**config.mk**
```make
export PLATFORM = sky130hd
export DESIGN_NAME = jtframe_rom_arb_flat
export DESIGN_NICKNAME = d
export VERILOG_FILES = /design/src/rtl/jtframe_rom_arb_if.sv /design/src/rtl/jtframe_rom_arb.sv /design/src/flat_wrapper.sv
export SDC_FILE = /design/constraint.sdc
export NUM_CORES = 1
export LEC_CHECK = 0
export ABC_AREA = 0
export CAP_MARGIN = 20
export CORE_MARGIN = 3
export CORE_UTILIZATION = 35
export DETAILED_ROUTE_END_ITERATION = 16
export PLACE_DENSITY = 0.64
export SYNTH_ARGS = -nofsm -noshare
export SYNTH_HDL_FRONTEND = slang
export SYNTH_SLANG_ARGS = --single-unit
```
**constraint.sdc**
```tcl
create_clock -name clk -period 4.93 [get_ports clk]
set_clock_uncertainty 0.1 [all_clocks]
set_input_delay 0.986 -clock clk [delete_from_list [all_inputs] [get_ports clk]]
set_output_delay 0.986 -clock clk [all_outputs]
set_load 0.005 [all_outputs]
```
**src/rtl/jtframe_rom_arb_if.sv**
```systemverilog
// Bus bundle between ROM clients, the ROM arbiter and the SDRAM controller.
// The arbiter takes the slave view; whatever drives clients and SDRAM takes the master view.
interface jtframe_rom_arb_if #(
  parameter int CH = 4,
  parameter int AW = 22,
  parameter int DW = 32
);
  logic             downloading;
  logic [CH-1:0]    ch_req;
  logic [CH*AW-1:0] ch_addr;
  logic [CH-1:0]    ch_ok;
  logic [CH*DW-1:0] ch_dout;
  logic             sdram_req;
  logic [AW-1:0]    sdram_addr;
  logic             sdram_ack;
  logic             data_rdy;
  logic [DW-1:0]    data_read;
  logic             refresh_en;

  modport slave (
    input  downloading, ch_req, ch_addr, sdram_ack, data_rdy, data_read,
    output ch_ok, ch_dout, sdram_req, sdram_addr, refresh_en
  );

  modport master (
    output downloading, ch_req, ch_addr, sdram_ack, data_rdy, data_read,
    input  ch_ok, ch_dout, sdram_req, sdram_addr, refresh_en
  );
endinterface

```
**src/rtl/jtframe_rom_arb.sv**
```systemverilog
// Multi-channel ROM arbiter: each channel keeps a one-word cache and misses are
// fetched from SDRAM one at a time, round-robin or fixed-priority.
module jtframe_rom_arb #(
  parameter int CH = 4,
  parameter int AW = 22,
  parameter int DW = 32,
  parameter int RR = 1
) (
  input  logic              clk,
  input  logic              rst,
  jtframe_rom_arb_if.slave  bus
);
  localparam int IW = $clog2(CH);

  typedef enum logic [1:0] {IDLE, WAIT_ACK, WAIT_RDY} state_t;

  state_t        state_q, state_d;
  logic [CH-1:0] valid_q, valid_d;
  logic [AW-1:0] tag_q  [CH];
  logic [AW-1:0] tag_d  [CH];
  logic [DW-1:0] data_q [CH];
  logic [DW-1:0] data_d [CH];
  logic [IW-1:0] grant_q, grant_d;
  logic [IW-1:0] last_grant_q, last_grant_d;
  logic          sdram_req_q, sdram_req_d;
  logic [AW-1:0] sdram_addr_q, sdram_addr_d;

  logic [AW-1:0] addr_arr [CH];
  logic [CH-1:0] hit;
  logic [CH-1:0] miss;
  logic          found;
  logic [IW-1:0] pick;

  for (genvar i = 0; i < CH; i++) begin : g_ch
    assign addr_arr[i]                = bus.ch_addr[i*AW +: AW];
    assign hit[i]                     = bus.ch_req[i] & valid_q[i] & (tag_q[i] == addr_arr[i]);
    assign bus.ch_dout[i*DW +: DW]    = data_q[i];
  end

  assign miss           = bus.ch_req & ~hit;
  assign bus.ch_ok      = hit;
  assign bus.sdram_req  = sdram_req_q;
  assign bus.sdram_addr = sdram_addr_q;
  assign bus.refresh_en = ((state_q == IDLE) && (miss == '0)) || bus.downloading;

  // Round-robin starts the scan just past the last winner; fixed priority starts at 0.
  always_comb begin
    int            c;
    logic [IW-1:0] ci;
    found = 1'b0;
    pick  = '0;
    c     = 0;
    ci    = '0;
    for (int k = 0; k < CH; k++) begin
      if (RR != 0) c = int'(last_grant_q) + 1 + k;
      else         c = k;
      if (c >= CH) c = c - CH;
      ci = IW'(c);
      if (!found && miss[ci]) begin
        found = 1'b1;
        pick  = ci;
      end
    end
  end

  always_comb begin
    state_d      = state_q;
    valid_d      = valid_q;
    tag_d        = tag_q;
    data_d       = data_q;
    grant_d      = grant_q;
    last_grant_d = last_grant_q;
    sdram_req_d  = sdram_req_q;
    sdram_addr_d = sdram_addr_q;
    // A download rewrites ROM contents, so every cached word is stale.
    if (bus.downloading) begin
      valid_d     = '0;
      state_d     = IDLE;
      sdram_req_d = 1'b0;
    end else begin
      case (state_q)
        IDLE: begin
          if (found) begin
            grant_d      = pick;
            last_grant_d = pick;
            sdram_addr_d = addr_arr[pick];
            sdram_req_d  = 1'b1;
            state_d      = WAIT_ACK;
          end
        end
        WAIT_ACK: begin
          if (bus.sdram_ack) begin
            sdram_req_d = 1'b0;
            state_d     = WAIT_RDY;
          end
        end
        WAIT_RDY: begin
          // Stored under the address that was fetched, not the client's current one.
          if (bus.data_rdy) begin
            tag_d[grant_q]   = sdram_addr_q;
            data_d[grant_q]  = bus.data_read;
            valid_d[grant_q] = 1'b1;
            state_d          = IDLE;
          end
        end
        default: state_d = IDLE;
      endcase
    end
  end

  always_ff @(posedge clk) begin
    if (rst) begin
      state_q      <= IDLE;
      valid_q      <= '0;
      for (int i = 0; i < CH; i++) begin
        tag_q[i]  <= '0;
        data_q[i] <= '0;
      end
      grant_q      <= '0;
      last_grant_q <= IW'(CH - 1);
      sdram_req_q  <= 1'b0;
      sdram_addr_q <= '0;
    end else begin
      state_q      <= state_d;
      valid_q      <= valid_d;
      tag_q        <= tag_d;
      data_q       <= data_d;
      grant_q      <= grant_d;
      last_grant_q <= last_grant_d;
      sdram_req_q  <= sdram_req_d;
      sdram_addr_q <= sdram_addr_d;
    end
  end
endmodule

```
**src/flat_wrapper.sv**
```systemverilog
// flat-port wrapper written by rule: the top's interface ports become plain ports
module jtframe_rom_arb_flat 
#(
  parameter int CH = 4,
  parameter int AW = 22,
  parameter int DW = 32,
  parameter int RR = 1
)
  (clk, rst, bus_downloading, bus_ch_req, bus_ch_addr, bus_sdram_ack, bus_data_rdy, bus_data_read, bus_ch_ok, bus_ch_dout, bus_sdram_req, bus_sdram_addr, bus_refresh_en);
  jtframe_rom_arb_if #(.CH(CH), .AW(AW), .DW(DW)) bus_i ();
  input  logic clk;
  input  logic rst;
  input wire logic [$bits(bus_i.downloading)-1:0] bus_downloading;
  input wire logic [$bits(bus_i.ch_req)-1:0] bus_ch_req;
  input wire logic [$bits(bus_i.ch_addr)-1:0] bus_ch_addr;
  input wire logic [$bits(bus_i.sdram_ack)-1:0] bus_sdram_ack;
  input wire logic [$bits(bus_i.data_rdy)-1:0] bus_data_rdy;
  input wire logic [$bits(bus_i.data_read)-1:0] bus_data_read;
  output wire logic [$bits(bus_i.ch_ok)-1:0] bus_ch_ok;
  output wire logic [$bits(bus_i.ch_dout)-1:0] bus_ch_dout;
  output wire logic [$bits(bus_i.sdram_req)-1:0] bus_sdram_req;
  output wire logic [$bits(bus_i.sdram_addr)-1:0] bus_sdram_addr;
  output wire logic [$bits(bus_i.refresh_en)-1:0] bus_refresh_en;
  assign bus_i.downloading = bus_downloading;
  assign bus_i.ch_req = bus_ch_req;
  assign bus_i.ch_addr = bus_ch_addr;
  assign bus_i.sdram_ack = bus_sdram_ack;
  assign bus_i.data_rdy = bus_data_rdy;
  assign bus_i.data_read = bus_data_read;
  assign bus_ch_ok = bus_i.ch_ok;
  assign bus_ch_dout = bus_i.ch_dout;
  assign bus_sdram_req = bus_i.sdram_req;
  assign bus_sdram_addr = bus_i.sdram_addr;
  assign bus_refresh_en = bus_i.refresh_en;
  jtframe_rom_arb #(.CH(CH), .AW(AW), .DW(DW), .RR(RR)) u_core (.clk(clk), .rst(rst), .bus(bus_i));
endmodule
```
* Word level (Yosys, flattened, before mapping)
Index checks and enable logic that the tools add are counted. W data, S select, Z words.
Storage, ports and cells: register bits 249, word-level logic and storage cells 115, output and inout bits 156
Cells by class: bitwise logic cells 14, order comparisons 13, add/sub/neg operators 8, reductions and logical operators 19, mux-type cells 38, equal/unequal tests 9
Operators with widths (number):
- $bwmux W128 | 1
- $ge A32 B4 Y1 const B | 3
- $bwmux W88 | 1
- $eq A22 B22 Y1 | 4
- $mux W22 | 3
- $demux W32 S2 | 1
- $bmux W22 S2 | 1
- $demux W22 S2 | 1
- $mux W32 | 1
- $mux W2 | 11
- $lt A2 B3 Y1 const B | 5
- $reduce_and A3 Y1 | 4
- $mux W1 | 11
- $ge A3 B3 Y1 const B | 3
- $add A3 B2 Y4 const B | 2
- $and A1 B1 Y1 | 8
- $bmux W1 S2 | 4
- $sub A2 B1 Y2 const B | 4
- $logic_and A1 B1 Y1 | 6
- $not A2 Y3 | 2
- $pmux W2 S3 | 1
- $add A3 B1 Y4 const B | 1
- $and A4 B4 Y4 | 1
- $logic_not A4 Y1 | 1
- 18 further kinds | 21

* Logic depth before layout (Yosys ltp)
Gate-level depths: netlist of the first run.
depth after elaboration 20, depth in mapped cells 10

* Worst setup path before layout of the first run
Ideal clock, no wire load.
path kind input -> output, start point input bus_ch_addr[79], end point output bus_refresh_en, setup slack 1.116 ns, stages 7, data required time 3.844 ns, arrival 2.728 ns, cells stage by stage xor2_1 > nor3_1 > or4b_4 > o21ai_4 > nand4_1 > clkbuf_1 > o31ai_1
Between the ends: word-level cells in the longest chain between the ends 7
Ends and longest elaborated chain:
- from (decl) | line flat_wrapper.sv:15 | input wire logic [$bits(bus_i.ch_addr)-1:0] bus_ch_addr;
- $eq A22 B22 Y1 | line jtframe_rom_arb.sv:36 | assign hit[i] = bus.ch_req[i] & valid_q[i] & (tag_q[i] == addr_arr[i]);
- $and A1 B1 Y1 | line jtframe_rom_arb.sv:36
- $not A4 Y4 | line jtframe_rom_arb.sv:40 | assign miss = bus.ch_req & ~hit;
- $and A4 B4 Y4 | line jtframe_rom_arb.sv:40
- $logic_not A4 Y1 | line jtframe_rom_arb.sv:44 | assign bus.refresh_en = ((state_q == IDLE) && (miss == '0)) || bus.downloading;
- $logic_and A1 B1 Y1 | line jtframe_rom_arb.sv:44
- $logic_or A1 B1 Y1 | line jtframe_rom_arb.sv:44
- to (decl) | line flat_wrapper.sv:23 | output wire logic [$bits(bus_i.refresh_en)-1:0] bus_refresh_en;
No other way between the ends.

* Final worst setup path of the first run
start point input bus_ch_addr[37], end point output bus_refresh_en
Same word-level chain as after synthesis.

==> results of run 1 <==
## routing by layer
layer  vias to the layer above  global-route usage (%)
met5                         -                       0
met4                         6                    7.25
met3                        78                    7.19
met2                       433                    37.7
met1                      4855                    30.8
li1                       5015                       -
## area by class of cell
class	instances	share of cell area, %
inverters	4	0.101
well taps	390	3.28
flip-flops and latches	249	33.6
repair buffers	313	20.9
clock inverters	9	0.674
clock buffers	40	5.63
multi-input cells	1007	35.9
## cell families (layout without fill, tap and decap cells)
logic type	after synthesis	in the layout	synth area share [%]
buffers and inverters	98	366	3.76
xor gates and xnor gates	89	89	7.28
and+or+nand+nor	583	583	22.8
muxes	29	29	2.88
AOI/OAI and AO/OA	306	306	16.7
DFF	249	249	46.6
## stage by stage
step / setup slack, ns / std cells
global placement: 0.176 / 1963
CTS: 0.133 / 2012
global route: 0.0237 / 2012
detailed placement: 0.162 / 1963
finish: 0.0817 / 2012
floorplan: 1.12 / 1354
## critical path, stage by stage
cell,delay [ns]
clkdlybuf4s50_1,0.46
xor2_1,0.19
nor4_1,0.49
nand4_1,0.22
o21ai_1,0.31
nand4_1,0.24
o31ai_1,0.27
clkdlybuf4s50_1,0.59
## state kept, by name, summed over array words and instances (netlist names)
register / cells
u_core.bus.sdram_addr: 22
u_core.last_grant_q: 2
u_core.tag_q: 88
u_core.bus.sdram_req: 1
u_core.state_q: 2
u_core.valid_q: 4
u_core.bus.ch_dout: 128
u_core.grant_q: 2
## synthesized netlist by cell type (all sizes together), types with 15 or more instances
cell type / instances
a21oi: 222
clkbuf: 80
dfxtp: 249
mux2i: 15
nand2: 460
nor2: 45
nor3b: 16
nor4: 16
o211ai: 44
o21a: 17
xnor2: 31
xor2: 58
## worst max path at each step
stage,start,endpoint
finish,bus_ch_addr[37],bus_refresh_en
global route,bus_ch_addr[37],bus_refresh_en
CTS,bus_ch_addr[37],bus_refresh_en
detailed placement,bus_ch_addr[37],bus_refresh_en
global placement,bus_ch_addr[66],bus_refresh_en
floorplan,bus_ch_addr[79],bus_refresh_en
## layout by cell type (no fill, tap or decap), types with 13 or more instances in the layout
| master | n |
|---|---|
| a21oi_1 | 222 |
| buf_4 | 26 |
| clkbuf_16 | 29 |
| clkdlybuf4s50_1 | 283 |
| dfxtp_1 | 249 |
| mux2_2 | 13 |
| mux2i_1 | 15 |
| nand2_1 | 457 |
| nor2_1 | 44 |
| nor3b_1 | 16 |
| nor4_1 | 16 |
| o211ai_1 | 44 |
| o21a_1 | 17 |
| xnor2_1 | 31 |
| xor2_1 | 58 |
## power by group
part           total [mW]  internal, mW  leakage [nW]  switching (mW)
combinational       0.484         0.232          2.56           0.252
clock                2.11          1.27         0.461           0.832
sequential           2.09          2.04          2.01          0.0496
total                4.68          3.54          5.03            1.13
==> results.toml, run 1 <==
[outcome]
status = "complete, no violations"

[floorplanning]
die_w_um = 181
fp.dieArea_sq_um = 32700
num_rows = 63
floorplan.initialDensity_pct = 35.8
ioPinCount = 285
fp.coreArea_sq_um = 29900
dieHeight_um = 181

[final_layout]
insertedDiodeCount = 0
drive_gt1_share_pct = 6.29
fill_cells = 2854
nNetsFinal = 1732
area_growth_pct = 38.8
seq_area_sq_um = 4980
fin_area_sq_um = 14900
multi_input_area_sq_um = 5330
final_util_pct = 49.7

[clocking]
clk_pin_slew_ns = 0.06
cts_made_buffers = 28
clock_path_buffers = 3
cts_tree = "done"
post_cts_resized = 0
cts.htree.levels = 1
cts.sinks = 249
cts_hold_buf = 0
cts_setup_buffers = 0
clk_latency_ns = 0.54
clock-root-buffer = "clkbuf_16"

[sta]
rsz0062_at_grt = "false"
fmax_ghz = 0.206
drv_slew = 0
fin_crit_sh_pct = 98.3
tightest_slew_ns = 0.886
relSlewSlack_pct = 40.9
setup_viol = 0
fin_crit_ns = 4.85
hold_slack_ns = 0.351
finalSetupTns_ns = 0
hold_viol = 0

[place]
detailedPlacementHpwl_mm = 28.5
place_area_sq_um = 13900
portBuffers = 284
gp_congestion = 0.973

[yosys]
synthFlopType = "dfxtp_1"
synth_area_leaders = "dfxtp_1, nand2_1, a21oi_1"
ys_seq_elements = 249
yosys_warnings = 0
synth.avg_cell_area_sq_um = 7.90
synth-edff-count = 0
netlist_area_sq_um = 10700
syn_nets = 1483
syn_inst = 1354
ys_seq_area_share_pct = 46.6
yosysUniqueCellTypes = 51
synth_area_leader_cell = "dfxtp_1"
async_reset_ff_share_pct = 0
synth_top_area_share_pct = 46.6

[power_and_ir_drop]
p_total_mw = 4.68
p_per_area_nw_per_um2 = 315
cellLeakagePower_nw = 5.03
peakVddDrop_mv = 0.225

[critical_path]
end_kind = "output pin"
arrival_ns = 3.76
cp_max_fo = 4
r2r_cells = 8
path_class = "in -> out"
r2r_end = "u_core.bus.sdram_addr[0]"
reg2reg_setup_slack_ns = 1.52
reg2reg_from = "u_core.tag_q[65]"
worstPathRequired_ns = 3.84
crit_path_start_kind = "input port"

[detailed_routing]
wl_per_cell_um = 20.0
via_per_inst = 5.16
antenna_left = 0
wl_mm = 40.3
top_layer_used = "met5"
route.met2.wl_mm = 18.3
drc = 0
drt-initial-drc-count = 698
met1Wirelength_mm = 16.9
wl_met3_mm = 3.75
dr.pass1.iters = 5
via_count = 10400

[min_path]
whs_endpoint = "u_core.bus.ch_dout[83]"
hp-start = "u_core.bus.ch_dout[83]"
min_delay_path_depth = 2
hold_path.class = "reg -> reg"

[global_route]
antenna_found_initial = 3
grt_usage_pct = 23.6
grt_pass1_wl_mm = 61.3
grt.overflow.total = 0
grt_pass1_vias = 10200
grt_max_degree = 106

[job]
drv_cap = 0
Power figures use the tool's default switching activity.
==> run 2, diff against run 1 <==
==> constraint.sdc (replaced) <==
create_clock -name clk -period 4.7 [get_ports clk]
set_clock_uncertainty 0.1 [all_clocks]
set_input_delay 0.94 -clock clk [delete_from_list [all_inputs] [get_ports clk]]
set_output_delay 0.94 -clock clk [all_outputs]
set_load 0.005 [all_outputs]
==> run 2 against run 1 <==
Compared with the run above:
- core utilization grew 0.39 points
- register-to-register slack improved by 0.10 ns
- die area stayed put
- hold slack barely moved
- critical endpoint unchanged
- global-route usage is 0.33 points higher
- setup slack gained 0.34 ns
- non-clock buffer count grew 13
- highest routed layer unchanged
- count of clock-buffer cells in the layout is 5 higher
- via count rose by 1.7%
==> results.toml, run 2 (synthesis results as in run 1) <==
[global_route]
grt_usage_pct = 23.9
grt_max_degree = 93
grt_use_met2_pct = 39.0
antenna_found_initial = 2
grt_use_met1_pct = 30.3
grt_util_met3_pct = 7.91
grt-busiest-layer = "met2"
grt_pass1_vias = 10300
grt.overflow.total = 0
grt_pass1_wl_mm = 61.9

[final_layout]
layout_commonest_cell = "nand2_1"
most-common-layout-cells = "nand2_1, clkdlybuf4s50_1, dfxtp_1"
drive_gt1_share_pct = 6.85
nNetsFinal = 1745
insertedDiodeCount = 0
largest_reg_flops = 128
fill_cells = 2849
area_growth_pct = 39.9

[place]
gp_congestion = 0.917
portBuffers = 284
detailedPlacementHpwl_mm = 29.0

[critical_path]
reg2reg_setup_slack_ns = 1.62
end_kind = "output pin"
reg2reg_from = "u_core.tag_q[15]"
r2r_end = "u_core.bus.sdram_addr[17]"
path_class = "in -> out"
cp_top_family = "simple AND/OR/NAND/NOR gates"
worst_path_largest_cell_delay_ns = 0.52
cp_max_fo = 2
worstPathRequired_ns = 3.66
critical_path_depth = 8
crit_chain = "clkdlybuf4s50_1 -> xor2_1 -> nor3_1 -> or4b_4 -> o21ai_4 -> nand4_1 -> o31ai_1 -> dlymetal6s2s_1"
r2r_cells = 10
cp_num_buf_inv = 2
crit_path_start_kind = "input port"
slowest_stage = "or4b_4"
arrival_ns = 3.24

[floorplanning]
dieHeight_um = 181
fp.coreArea_sq_um = 29900
ioPinCount = 285
num_rows = 63
floorplan.initialDensity_pct = 35.8
fp.dieArea_sq_um = 32700
die_w_um = 181

[sta]
rsz0062_at_grt = "false"
finalSetupTns_ns = 0
drv_slew = 0
fin_crit_sh_pct = 91.0
hold_slack_ns = 0.352
relSlewSlack_pct = 47.1
fin_crit_ns = 4.28
fmax_ghz = 0.234
hold_viol = 0
tightest_slew_ns = 0.791
setup_viol = 0

[power_and_ir_drop]
internal_power_mw = 3.67
p_sw_mw = 1.19
p_total_mw = 4.87
peakVddDrop_mv = 0.279
cellLeakagePower_nw = 5.10
switching_share_pct = 24.5
pwr-share-comb_pct = 10.9
clock_power_share_pct = 44.1
p_per_area_nw_per_um2 = 325
power_frac_seq_pct = 45.0

[min_path]
whs_endpoint = "u_core.bus.ch_dout[93]"
hold_path.class = "reg -> reg"
min_delay_path_depth = 2
hp-start = "u_core.bus.ch_dout[93]"

[clocking]
cts.sinks = 249
post_cts_resized = 0
cts_setup_buffers = 0
cts_hold_buf = 0
clock-root-buffer = "clkbuf_16"
clock_path_buffers = 3
clk_latency_ns = 0.55
cts_tree = "done"
clk_pin_slew_ns = 0.06
cts_made_buffers = 28
cts.htree.levels = 1

[detailed_routing]
via_count = 10600
dr.pass1.iters = 7
drt-initial-drc-count = 862
via_per_inst = 5.21
drc = 0
wl_mm = 41.1
wl_per_cell_um = 20.3
antenna_left = 0

[outcome]
status = "complete, no violations"

[job]
drv_cap = 0
==> run 2: cell count changes in the layout (fill, tap and decap cells not counted), sizes merged <==
cell | before | now
clkdlybuf4s50 | 283 | 282
bufinv | 2 | 1
dlymetal6s2s | 0 | 1
buf | 30 | 43
clkinv | 5 | 3
clkinvlp | 2 | 1
clkbuf | 40 | 45
==> run 2: how the worst max path moves through the flow <==
stage / startpoint / end / slack [ns]
floorplan: bus_ch_addr[79] / bus_refresh_en / 0.98
global placement: bus_ch_addr[66] / bus_refresh_en / 0.06
detailed placement: bus_ch_addr[66] / bus_refresh_en / 0.04
CTS: bus_ch_addr[66] / bus_refresh_en / 0.02
global route: bus_ch_addr[79] / bus_refresh_en / 0.33
finish: bus_ch_addr[79] / bus_refresh_en / 0.42
==> run 2: area by class of cell <==
| class | instances | area [sq um] | share of cell area (%) |
|---|---|---|---|
| clock inverter | 5 | 63.8 | 0.426 |
| multi-input combinational | 1007 | 5340 | 35.7 |
| timing repair buffer | 326 | 3240 | 21.6 |
| inverter | 4 | 15.0 | 0.100 |
| tap | 390 | 488 | 3.26 |
| clock buffer | 45 | 845 | 5.64 |
| sequential | 249 | 4980 | 33.3 |
==> run 2: power groups by stage <==
stage | Sequential (mW) | Combinational, mW | Clock [mW]
global route | 2.20 | 0.558 | 2.26
detailed placement | 2.24 | 0.522 | 0
CTS | 2.19 | 0.525 | 2.20
floorplan | 2.22 | 0.226 | 0
global placement | 2.24 | 0.520 | 0
finish | 2.19 | 0.529 | 2.15
==> run 2: stage by stage <==
stage | utilization (%) | instance area [sq um] | setup WS (ns) | std cells
final | 50.1 | 15000 | 0.425 | 2026
after CTS | 50.1 | 15000 | 0.0247 | 2026
after floorplan | - | 10700 | 0.978 | 1354
after global routing | 50.1 | 15000 | 0.333 | 2026
after detailed placement | 47.0 | 14100 | 0.0392 | 1976
after global placement | 47.0 | 14000 | 0.0572 | 1975
==> run 2: layer usage <==
| metal | up-vias | wire length (um) |
|---|---|---|
| li1 | 5061 | - |
| met1 | 4961 | 16800 |
| met2 | 457 | 18900 |
| met3 | 82 | 3940 |
| met4 | 4 | 1340 |
| met5 | - | 27 |
==> run 2: worst register-to-register path, delay by kind of cell, from the launching register on <==
family          cells  cell delay [ns]
simple gates        3             0.84
flops               1             0.32
compound gates      3             0.79
xor+xnor            1             0.21
buf+inv             2             0.38
mux                 1             0.35
==> run 3, diff against run 2 <==
--- a/config.mk
+++ b/config.mk
@@ -6,11 +6,10 @@
 export NUM_CORES = 1
 export LEC_CHECK = 0
 export ABC_AREA = 0
-export CAP_MARGIN = 20
 export CORE_MARGIN = 3
 export CORE_UTILIZATION = 35
 export DETAILED_ROUTE_END_ITERATION = 16
-export PLACE_DENSITY = 0.64
+export PLACE_DENSITY_LB_ADDON = 0.25
 export SYNTH_ARGS = -nofsm -noshare
 export SYNTH_HDL_FRONTEND = slang
 export SYNTH_SLANG_ARGS = --single-unit
==> run 3 against run 2 <==
Compared with the run above:
- total power is 0.63% higher
- non-clock buffer count fell by 12
- hold slack about the same
==> results.toml, run 3 (synthesis results as in run 1) <==
[outcome]
status = "complete, no violations"

[final_layout]
most-common-layout-cells = "nand2_1, clkdlybuf4s50_1, dfxtp_1"
instances_no_fill = 2014
nNetsFinal = 1733
area_growth_pct = 39.2
fill_cells = 2824
largest_reg_flops = 128
layout_commonest_cell = "nand2_1"
insertedDiodeCount = 0
drive_gt1_share_pct = 6.22

[clocking]
cts.htree.levels = 1
clock_path_buffers = 3
cts_setup_buffers = 0
cts_made_buffers = 28
cts.sinks = 249
cts_tree = "done"
clk_pin_slew_ns = 0.06
clk_latency_ns = 0.55
clock-root-buffer = "clkbuf_16"

[place]
dp_cells = 1964
gp_congestion = 0.971
portBuffers = 284
detailedPlacementHpwl_mm = 28.2

[power_and_ir_drop]
cellLeakagePower_nw = 5.05
peakVddDrop_mv = 0.234
p_per_area_nw_per_um2 = 329

[detailed_routing]
drc = 0
drt-initial-drc-count = 861
via_per_inst = 5.24
wl_per_cell_um = 20.1
dr.pass1.iters = 5
via_count = 10600
antenna_left = 0
wl_mm = 40.5

[min_path]
hold_path.class = "reg -> reg"

[critical_path]
cp_max_fo = 2
crit_path_start_kind = "input port"
arrival_ns = 3.21
end_kind = "output pin"
path_class = "in -> out"
worstPathRequired_ns = 3.66

[global_route]
grt.overflow.total = 0
grt_pass1_wl_mm = 60.9
grt_usage_pct = 23.6
grt_max_degree = 118
antenna_found_initial = 2
grt_pass1_vias = 10100

[floorplanning]
die_w_um = 181
fp.dieArea_sq_um = 32700
num_rows = 63
floorplan.initialDensity_pct = 35.8
fp.coreArea_sq_um = 29900
dieHeight_um = 181
ioPinCount = 285

[sta]
relSlewSlack_pct = 38.8
drv_slew = 0
fin_crit_ns = 4.25
fin_crit_sh_pct = 90.3
rsz0062_at_grt = "false"
fmax_ghz = 0.236
hold_viol = 0
finalSetupTns_ns = 0
setup_viol = 0
tightest_slew_ns = 0.918

[job]
drv_cap = 0
[run 3: final cells by class]
type / count / area (sq um) / area share, %
timing repair buffer: 314 / 3160 / 21.2
tap: 390 / 488 / 3.28
sequential: 249 / 4980 / 33.5
inverter: 4 / 15.0 / 0.101
clock buffer: 41 / 800 / 5.37
clock inverter: 9 / 115 / 0.773
multi-input combinational: 1007 / 5340 / 35.8
[run 3: worst max-delay path, cell delays in order]
cell and delay [ns]:
clkdlybuf4s50_1 0.49, xnor2_1 0.36, or3b_2 0.48, nor3_1 0.36, clkdlybuf4s50_1 0.58
[run 3: routing by layer]
metal  GRT usage [%]  vias to the layer above  share of wire [%]
li1                -                     5033                  -
met1            30.9                     4929                 42
met2            36.1                      485                 44
met3            7.11                      103                9.7
met4            10.3                        4                4.9
met5               0                        -              0.084
[run 3: report_power, final]
group | switching (mW) | internal (mW) | leakage, nW
clock network | 0.902 | 1.29 | 0.442
logic | 0.268 | 0.250 | 2.59
registers | 0.0540 | 2.14 | 2.01
[run 3: final timing paths]
kind,start,end,slack [ns],cells past startpoint
hold / removal,u_core.bus.ch_dout[10],u_core.bus.ch_dout[10],0.35,2
setup / recovery,bus_ch_addr[15],bus_ch_ok[0],0.45,5
hold reg to reg,u_core.bus.ch_dout[10],u_core.bus.ch_dout[10],0.35,2
setup reg to reg,u_core.tag_q[8],u_core.bus.sdram_addr[17],1.59,9
[run 3: repair_timing]
item                       CTS  global route
hold endpoints to repair     0             0
hold buffers                 0             0
gates resized for setup      0             2
setup endpoints to repair    0             1
[run 3: per-stage QoR]
| stage | setup slack [ns] | utilization, % | power (mW) | area (sq um) | hold WS (ns) |
|---|---|---|---|---|---|
| after floorplan | 0.978 | - | 2.44 | 10700 | 0.336 |
| after global placement | 0.0798 | 46.8 | 2.74 | 14000 | 0.340 |
| after detailed placement | 0.0801 | 46.8 | 2.75 | 14000 | 0.346 |
| after CTS | 0.0508 | 49.8 | 4.94 | 14900 | 0.354 |
| after global routing | 0.357 | 49.9 | 5.06 | 14900 | 0.372 |
| final | 0.454 | 49.9 | 4.90 | 14900 | 0.352 |
